**src/rtl/alu_issue_ctrl.sv**
```systemverilog
// ---------------------------------------------------------------------------
// alu_issue_ctrl
//
// Issue side of the datapath ALU. Accepts a decoded operation over a
// valid/ready handshake, translates alu_op/funct into the ALU's 3-bit
// select code, holds X/Y/SEL stable for a per-operation number of cycles
// (so MUL/DIV can be timed as multicycle paths), then captures R/Z_flag
// into a writeback register offered over a second valid/ready handshake.
//
// Ports:
//   clk, rst              clock and synchronous active-high reset
//   in_valid / in_ready   operation handshake (in_ready high only in IDLE)
//   alu_op, funct         operation encoding (alu_op=10 decodes funct)
//   rs_val, rt_val        operands
//   rd_addr               destination register
//   X, Y, SEL             registered ALU inputs
//   R, Z_flag             ALU result and zero flag
//   out_valid / out_ready result handshake (out_valid high only in HOLD)
//   result, zero, wb_addr captured writeback fields
//   illegal               operation was undecodable, result forced to 0
//   div_zero              DIV with rt_val==0, result forced to all ones
// ---------------------------------------------------------------------------
module alu_issue_ctrl #(
    parameter int MUL_CYCLES = 2,
    parameter int DIV_CYCLES = 4
) (
    input  logic        clk,
    input  logic        rst,
    input  logic        in_valid,
    output logic        in_ready,
    input  logic [1:0]  alu_op,
    input  logic [5:0]  funct,
    input  logic [31:0] rs_val,
    input  logic [31:0] rt_val,
    input  logic [4:0]  rd_addr,
    output logic [31:0] X,
    output logic [31:0] Y,
    output logic [2:0]  SEL,
    input  logic [31:0] R,
    input  logic        Z_flag,
    output logic        out_valid,
    input  logic        out_ready,
    output logic [31:0] result,
    output logic        zero,
    output logic [4:0]  wb_addr,
    output logic        illegal,
    output logic        div_zero
);

    localparam int MaxHold = (MUL_CYCLES > DIV_CYCLES) ? MUL_CYCLES : DIV_CYCLES;
    localparam int CntW    = (MaxHold < 2) ? 1 : $clog2(MaxHold);

    localparam logic [2:0] SelAdd = 3'd0;
    localparam logic [2:0] SelSub = 3'd1;
    localparam logic [2:0] SelAnd = 3'd2;
    localparam logic [2:0] SelOr  = 3'd3;
    localparam logic [2:0] SelSlt = 3'd4;
    localparam logic [2:0] SelNop = 3'd5;
    localparam logic [2:0] SelMul = 3'd6;
    localparam logic [2:0] SelDiv = 3'd7;

    typedef enum logic [1:0] {
        IDLE = 2'd0,
        EXEC = 2'd1,
        HOLD = 2'd2
    } state_t;

    state_t            state_q, state_d;
    logic [31:0]       x_q, x_d;
    logic [31:0]       y_q, y_d;
    logic [2:0]        sel_q, sel_d;
    logic [CntW-1:0]   count_q, count_d;
    logic [4:0]        rdLatch_q, rdLatch_d;
    logic [31:0]       result_q, result_d;
    logic              zero_q, zero_d;
    logic [4:0]        wbAddr_q, wbAddr_d;
    logic              illegal_q, illegal_d;
    logic              divZero_q, divZero_d;

    logic [2:0]        decSel;
    logic              decIllegal;
    logic              decDivZero;
    logic [CntW-1:0]   holdLoad;

    // Translate alu_op/funct into the ALU select code. Anything that does
    // not map to one of the eight ALU functions is flagged illegal; a DIV
    // whose divisor is zero is flagged separately so it never reaches the
    // ALU. holdLoad is the counter preload (hold cycles minus one).
    always_comb begin
        decSel     = SelNop;
        decIllegal = 1'b0;
        case (alu_op)
            2'b00: decSel = SelAdd;
            2'b01: decSel = SelSub;
            2'b10: begin
                case (funct)
                    6'b100000: decSel = SelAdd;
                    6'b100010: decSel = SelSub;
                    6'b100100: decSel = SelAnd;
                    6'b100101: decSel = SelOr;
                    6'b101010: decSel = SelSlt;
                    6'b000000: decSel = SelNop;
                    6'b011000: decSel = SelMul;
                    6'b011010: decSel = SelDiv;
                    default:   decIllegal = 1'b1;
                endcase
            end
            default: decIllegal = 1'b1;
        endcase

        decDivZero = !decIllegal && (decSel == SelDiv) && (rt_val == 32'd0);

        case (decSel)
            SelMul:  holdLoad = CntW'(MUL_CYCLES - 1);
            SelDiv:  holdLoad = CntW'(DIV_CYCLES - 1);
            default: holdLoad = '0;
        endcase
    end

    // Next-state and datapath update. Every register keeps its value by
    // default, which is what keeps X/Y/SEL frozen through EXEC and the
    // writeback fields frozen through HOLD. Illegal and divide-by-zero
    // operations skip EXEC and land in HOLD with their forced results.
    always_comb begin
        state_d   = state_q;
        x_d       = x_q;
        y_d       = y_q;
        sel_d     = sel_q;
        count_d   = count_q;
        rdLatch_d = rdLatch_q;
        result_d  = result_q;
        zero_d    = zero_q;
        wbAddr_d  = wbAddr_q;
        illegal_d = illegal_q;
        divZero_d = divZero_q;

        case (state_q)
            IDLE: begin
                if (in_valid) begin
                    x_d       = rs_val;
                    y_d       = rt_val;
                    rdLatch_d = rd_addr;
                    if (decIllegal) begin
                        sel_d     = SelNop;
                        result_d  = 32'd0;
                        zero_d    = 1'b1;
                        wbAddr_d  = rd_addr;
                        illegal_d = 1'b1;
                        divZero_d = 1'b0;
                        state_d   = HOLD;
                    end else if (decDivZero) begin
                        sel_d     = SelNop;
                        result_d  = 32'hFFFF_FFFF;
                        zero_d    = 1'b0;
                        wbAddr_d  = rd_addr;
                        illegal_d = 1'b0;
                        divZero_d = 1'b1;
                        state_d   = HOLD;
                    end else begin
                        sel_d   = decSel;
                        count_d = holdLoad;
                        state_d = EXEC;
                    end
                end
            end
            EXEC: begin
                if (count_q != '0) begin
                    count_d = count_q - 1'b1;
                end else begin
                    result_d  = R;
                    zero_d    = Z_flag;
                    wbAddr_d  = rdLatch_q;
                    illegal_d = 1'b0;
                    divZero_d = 1'b0;
                    state_d   = HOLD;
                end
            end
            HOLD: begin
                if (out_ready) begin
                    sel_d   = SelNop;
                    state_d = IDLE;
                end
            end
            default: begin
                sel_d   = SelNop;
                state_d = IDLE;
            end
        endcase
    end

    // State register. Reset wins over everything and discards any
    // operation in flight.
    always_ff @(posedge clk) begin
        if (rst) begin
            state_q   <= IDLE;
            x_q       <= 32'd0;
            y_q       <= 32'd0;
            sel_q     <= SelNop;
            count_q   <= '0;
            rdLatch_q <= 5'd0;
            result_q  <= 32'd0;
            zero_q    <= 1'b0;
            wbAddr_q  <= 5'd0;
            illegal_q <= 1'b0;
            divZero_q <= 1'b0;
        end else begin
            state_q   <= state_d;
            x_q       <= x_d;
            y_q       <= y_d;
            sel_q     <= sel_d;
            count_q   <= count_d;
            rdLatch_q <= rdLatch_d;
            result_q  <= result_d;
            zero_q    <= zero_d;
            wbAddr_q  <= wbAddr_d;
            illegal_q <= illegal_d;
            divZero_q <= divZero_d;
        end
    end

    assign in_ready  = (state_q == IDLE);
    assign out_valid = (state_q == HOLD);
    assign X         = x_q;
    assign Y         = y_q;
    assign SEL       = sel_q;
    assign result    = result_q;
    assign zero      = zero_q;
    assign wb_addr   = wbAddr_q;
    assign illegal   = illegal_q;
    assign div_zero  = divZero_q;

endmodule

```
**config.mk**
```make
export PLATFORM = sky130hd
export DESIGN_NAME = alu_issue_ctrl
export DESIGN_NICKNAME = d
export VERILOG_FILES = /design/src/rtl/alu_issue_ctrl.sv
export SDC_FILE = /design/constraint.sdc
export NUM_CORES = 1
export LEC_CHECK = 0
export ABC_CLOCK_PERIOD_IN_PS = 2600
export CORE_ASPECT_RATIO = 1.75
export CORE_MARGIN = 10
export CORE_UTILIZATION = 38
export CTS_BUF_LIST = sky130_fd_sc_hd__clkbuf_8
export DETAILED_ROUTE_END_ITERATION = 16
export GPL_ROUTABILITY_DRIVEN = 0
export PLACE_DENSITY = 0.8
export SYNTH_ARGS = -nofsm -noshare
export SYNTH_HDL_FRONTEND = slang
export SYNTH_SLANG_ARGS = --single-unit
export TNS_END_PERCENT = 1
```
**constraint.sdc**
```tcl
create_clock -name clk -period 2.6 [get_ports clk]
set_input_delay 0.52 -clock clk [delete_from_list [all_inputs] [get_ports clk]]
set_output_delay 0.52 -clock clk [all_outputs]
set_load 0.02 [all_outputs]
```
# Word level (Yosys, flattened, before mapping)
# Index checks and enable logic that the tools add are counted.
# classes
add_sub_neg	1
eq_ne	20
muxes	42
n_bitwise	1
n_reduce_logical	16
# ops
op	n
$mux 32	4
$pmux 32 s2	1
$logic_not 32->1	1
$eq 6x6->1 const B	5
$pmux 3 s7	1
$mux 5	4
$mux 2	9
$pmux 3 s3	2
$eq 6x5->1 const B	2
$mux 3	4
$ne 2x2->1 const B	5
$pmux 5 s2	1
$mux 1	9
$pmux 1 s2	4
$pmux 2 s2	2
$reduce_or 8->1	1
$eq 3x3->1 const B	2
$logic_not 6->1	1
$pmux 2 s3	1
$reduce_and 3->1	2
$reduce_and 5->1	1
$eq 2x1->1 const B	2
$eq 2x2->1 const B	2
$logic_not 2->1	2
10 further kinds	12
# totals
reg_bits	116
in_bits	114
output_inout_bits	109
elab_cells	91

# Logic depth before layout (Yosys ltp)
# logic_depth
depth_word	11
mapped_depth	8
ltp_nobuf	8

# Worst setup path after synthesis
# Ideal clock, no wire load.
# synth_path
path_type	input-to-reg
start	input funct[0]
end	register result_q[10], in the netlist result[10]
setup_ps	72
t_arrival_ps	2414
t_required_ps	2528
setup_slack_ps	114
path_stages	6
path_buffers	1
cell_sequence	or3b_1 -> or4_4 -> or3_4 -> a21oi_4 -> buf_4 -> mux2i_1
# synth_between
elab_chain_cells	9
word_cells_on_any_way	22
cone_classes	9 x eq/ne; 7 x mux; 6 x reduce/logical
# synth_lines
element	line_no	source
from (decl)	32	input logic [5:0] funct,
parallel branches: the longest is 9 deep, another holds $pmux 3 s7	--	
to (signal assigned)	213	result_q <= result_d;
to (decl)	74	logic [31:0] result_q, result_d;
# Several ways; the timed one is not identified. The select of a mux whose other input is x is not followed.
# A chain may end at the register's enable or synchronous reset.

# Worst setup path in the final report
# layout_path
start	input rt_val[26]
end	register result_q[30], in the netlist result[30]
# layout_between
elab_chain_cells	4
# layout_lines
element	line_no	source
from (decl)	34	input logic [31:0] rt_val,
$logic_not 32->1	111	decDivZero = !decIllegal && (decSel == SelDiv) && (rt_val == 32'd0);
$logic_and 1x1->1	111	
$ne 3x1->1 (no line)	--	
$reduce_and 4->1 (no line)	--	
# Every way passes these cells.

==> reports/qor.yml <==
clock.fmax_mhz: 384.9
grt_pass1_vias: 5275
status: "finished, final reports clean"
root_buffer: "clkbuf_8"
numPortBuffers: 222
cts_inserted_buffers: 17
arrival_ns: 2.94
post-synth-top-area-cell: "dfxtp_1"
setup_viol: 0
core_area_um2: 12430
synth.area.top_cells: "dfxtp_1 49%, nand2_1 11%, a21oi_1 8.7%"
drcViolationCount: 0
antenna_found_initial: 2
dr_wl_met3_um: 1431
tightest_slew_ns: 0.6041
cap_violations: 0
fin_nets: 938
ios: 223
synthDistinctLibCells: 42
worstSetupEndpointType: "register"
clk_latency_ns: 0.41
crit_required_ns: 2.94
power_mw: 4.644
grt_pass1_wl_um: 26870
synth_area_um2: 4778
hpwl_um: 12800
drtIter0Drc: 191
rows: 54
timing.final.ws_setup_ns: 0.002154
clock_sinks: 116
hold_path.class: "input port to register"
p_leak_nw: 3.202
fin_worst_skew_ns: 0.006196
stdcell_area_um2: 8055
vias: 5053
rsz0062_at_grt: "yes"
powerDensity_nw_per_um2: 576.6
dp_slack_ns: -0.6788
syn2layout_area_growth_pct: 68.58
nFillCells: 1047
final-hold-violation-count: 0
maxUsedRoutingLayer: "met5"
synth_edf_count: 0
clk_pin_slew_ns: 0.07
drtPass1Iterations: 5
ctsHtreeMaxLevel: 4
die_h_um: 168.3
clockBufferDepth: 2
synthCells: 568
path_class: "input port to register"
maxSlewViolCount: 0
drive_gt1_share_pct: 13.45
overflow: 0
grt_max_degree: 56
synth_top_area_share_pct: 48.60
wl_um: 17140
start_util_pct: 38.44
tns_ns: 0
synth_flop_cell: "dfxtp_1"
track_usage_pct: 18.68
synthArstFlopShare_pct: 0
slew_headroom_pct: 59.30
avgViaCountPerCell: 5.043
dr_wl_met2_um: 9091
wire_per_inst_um: 17.11
fin_crit_ns: 2.598
hold_buffers: 0
syn_nets: 683
place_area_um2: 7455
ys_seq_elements: 116
ant_nets: 0
ys_seq_area_share_pct: 48.60
startpoint_type: "input port"
die_width_um: 104.8
yosys_warnings: 0
wl_met1_um: 6032
syn_area_per_cell_um2: 8.413
cp_max_fo: 7
max-vdd-ir-drop_mv: 0.5163
fin_crit_sh_pct: 99.92
die-area_um2: 17640
cts_tree: "yes"
cells in the final DEF (no fill, tap or decap), types with 20 or more instances in the layout:
| cell | instances |
|---|---|
| clkbuf_8 | 20 |
| dfxtp_1 | 116 |
| clkdlybuf4s50_1 | 191 |
| buf_4 | 45 |
| nand2b_1 | 39 |
| dlymetal6s2s_1 | 26 |
| mux2i_1 | 37 |
| a21oi_1 | 82 |
| o21ai_0 | 35 |
| nand2_1 | 145 |
flip-flops by register name (all words and copies together), names as in the netlist:
register and cells:
div_zero 1, SEL 3, zero 1, state_q 2
wb_addr 5, count_q 2, X 32, result 32
rdLatch_q 5, illegal 1, Y 32
routing by layer:
metal | GRT usage [%] | up-vias
li1 | - | 2448
met1 | 17.87 | 2348
met2 | 33.90 | 211
met3 | 7.607 | 44
met4 | 8.513 | 2
met5 | 0 | -
report_power, final:
part | switching, mW | internal (mW)
Clock | 0.706 | 0.712
Sequential | 0.0771 | 1.92
Combinational | 0.606 | 0.620
cells by family (layout without fill, tap and decap cells):
| logic type | Yosys count | in the layout | synth area share, % |
|---|---|---|---|
| buffers and inverters | 43 | 308 | 3.771 |
| and+or+nand+nor | 226 | 226 | 22.15 |
| AOI/OAI and AO/OA | 143 | 143 | 17.02 |
| DFF | 116 | 116 | 48.60 |
| adders and majority gates | 1 | 1 | 0.2618 |
| muxes | 39 | 39 | 8.196 |
| other | 0 | 1 | 0 |
stage by stage:
stage	cells	utilization [%]	hold WS, ns
after CTS	999	63.62	0.4559
after global placement	964	59.96	0.4406
after floorplan	568	-	0.4357
after global routing	1002	64.79	0.3722
final	1002	64.79	0.4004
after detailed placement	964	59.96	0.4472
critical path: stages:
cell,delay [ns]
clkdlybuf4s50_1,0.42
nor4_1,0.28
nand2_1,0.12
or4_4,0.44
or3_4,0.43
a21oi_4,0.19
buf_6,0.15
buf_12,0.14
mux2i_4,0.24
path summary, 6_finish.rpt:
kind	slack [ns]	cells past startpoint	startpoint	to
worst max-delay path	0.002	9	rt_val[26]	result[30]$_SDFFE_PP0P_
worst max register to register	0.60	6	state_q[0]$_SDFFE_PP0P_	SEL[1]$_SDFFE_PP0P_
worst min register to register	0.45	2	Y[30]$_SDFFE_PP0P_	Y[30]$_SDFFE_PP0P_
worst min-delay path	0.40	3	rt_val[13]	Y[13]$_SDFFE_PP0P_
area by class of cell:
type                       count  area, um2  share of cell area (%)
clock inverter                 9      58.81                  0.7300
antenna                        1      2.502                 0.03107
timing repair buffer         276       2799                   34.75
tap                          168      210.2                   2.610
inverter                       3      11.26                  0.1398
sequential                   116       2322                   28.83
multi-input combinational    409       2376                   29.50
clock buffer                  20      275.3                   3.417
cell usage after synthesis, types with 2 or more instances:
cell,number
nor3_1,3
nor2b_1,7
nor2_1,6
a211o_1,2
clkbuf_1,35
mux2i_1,38
a31oi_1,2
nor4_1,9
or3_1,2
dfxtp_1,116
o32ai_1,2
buf_4,3
nor4bb_1,2
o21ai_0,36
or4_1,3
a211oi_1,6
nor3b_1,3
a31o_2,2
a21oi_1,83
nand2_1,146
nand2b_1,39
inv_1,3
repair_timing:
| action | CTS | global route |
|---|---|---|
| setup endpoints to repair | 40 | 41 |
| setup buffers | 4 | 2 |
| gates resized for setup | 13 | 41 |
| pin swaps | 4 | 17 |
| gates cloned | 2 | 0 |
Note: power is estimated with default switching activity, not from simulation.
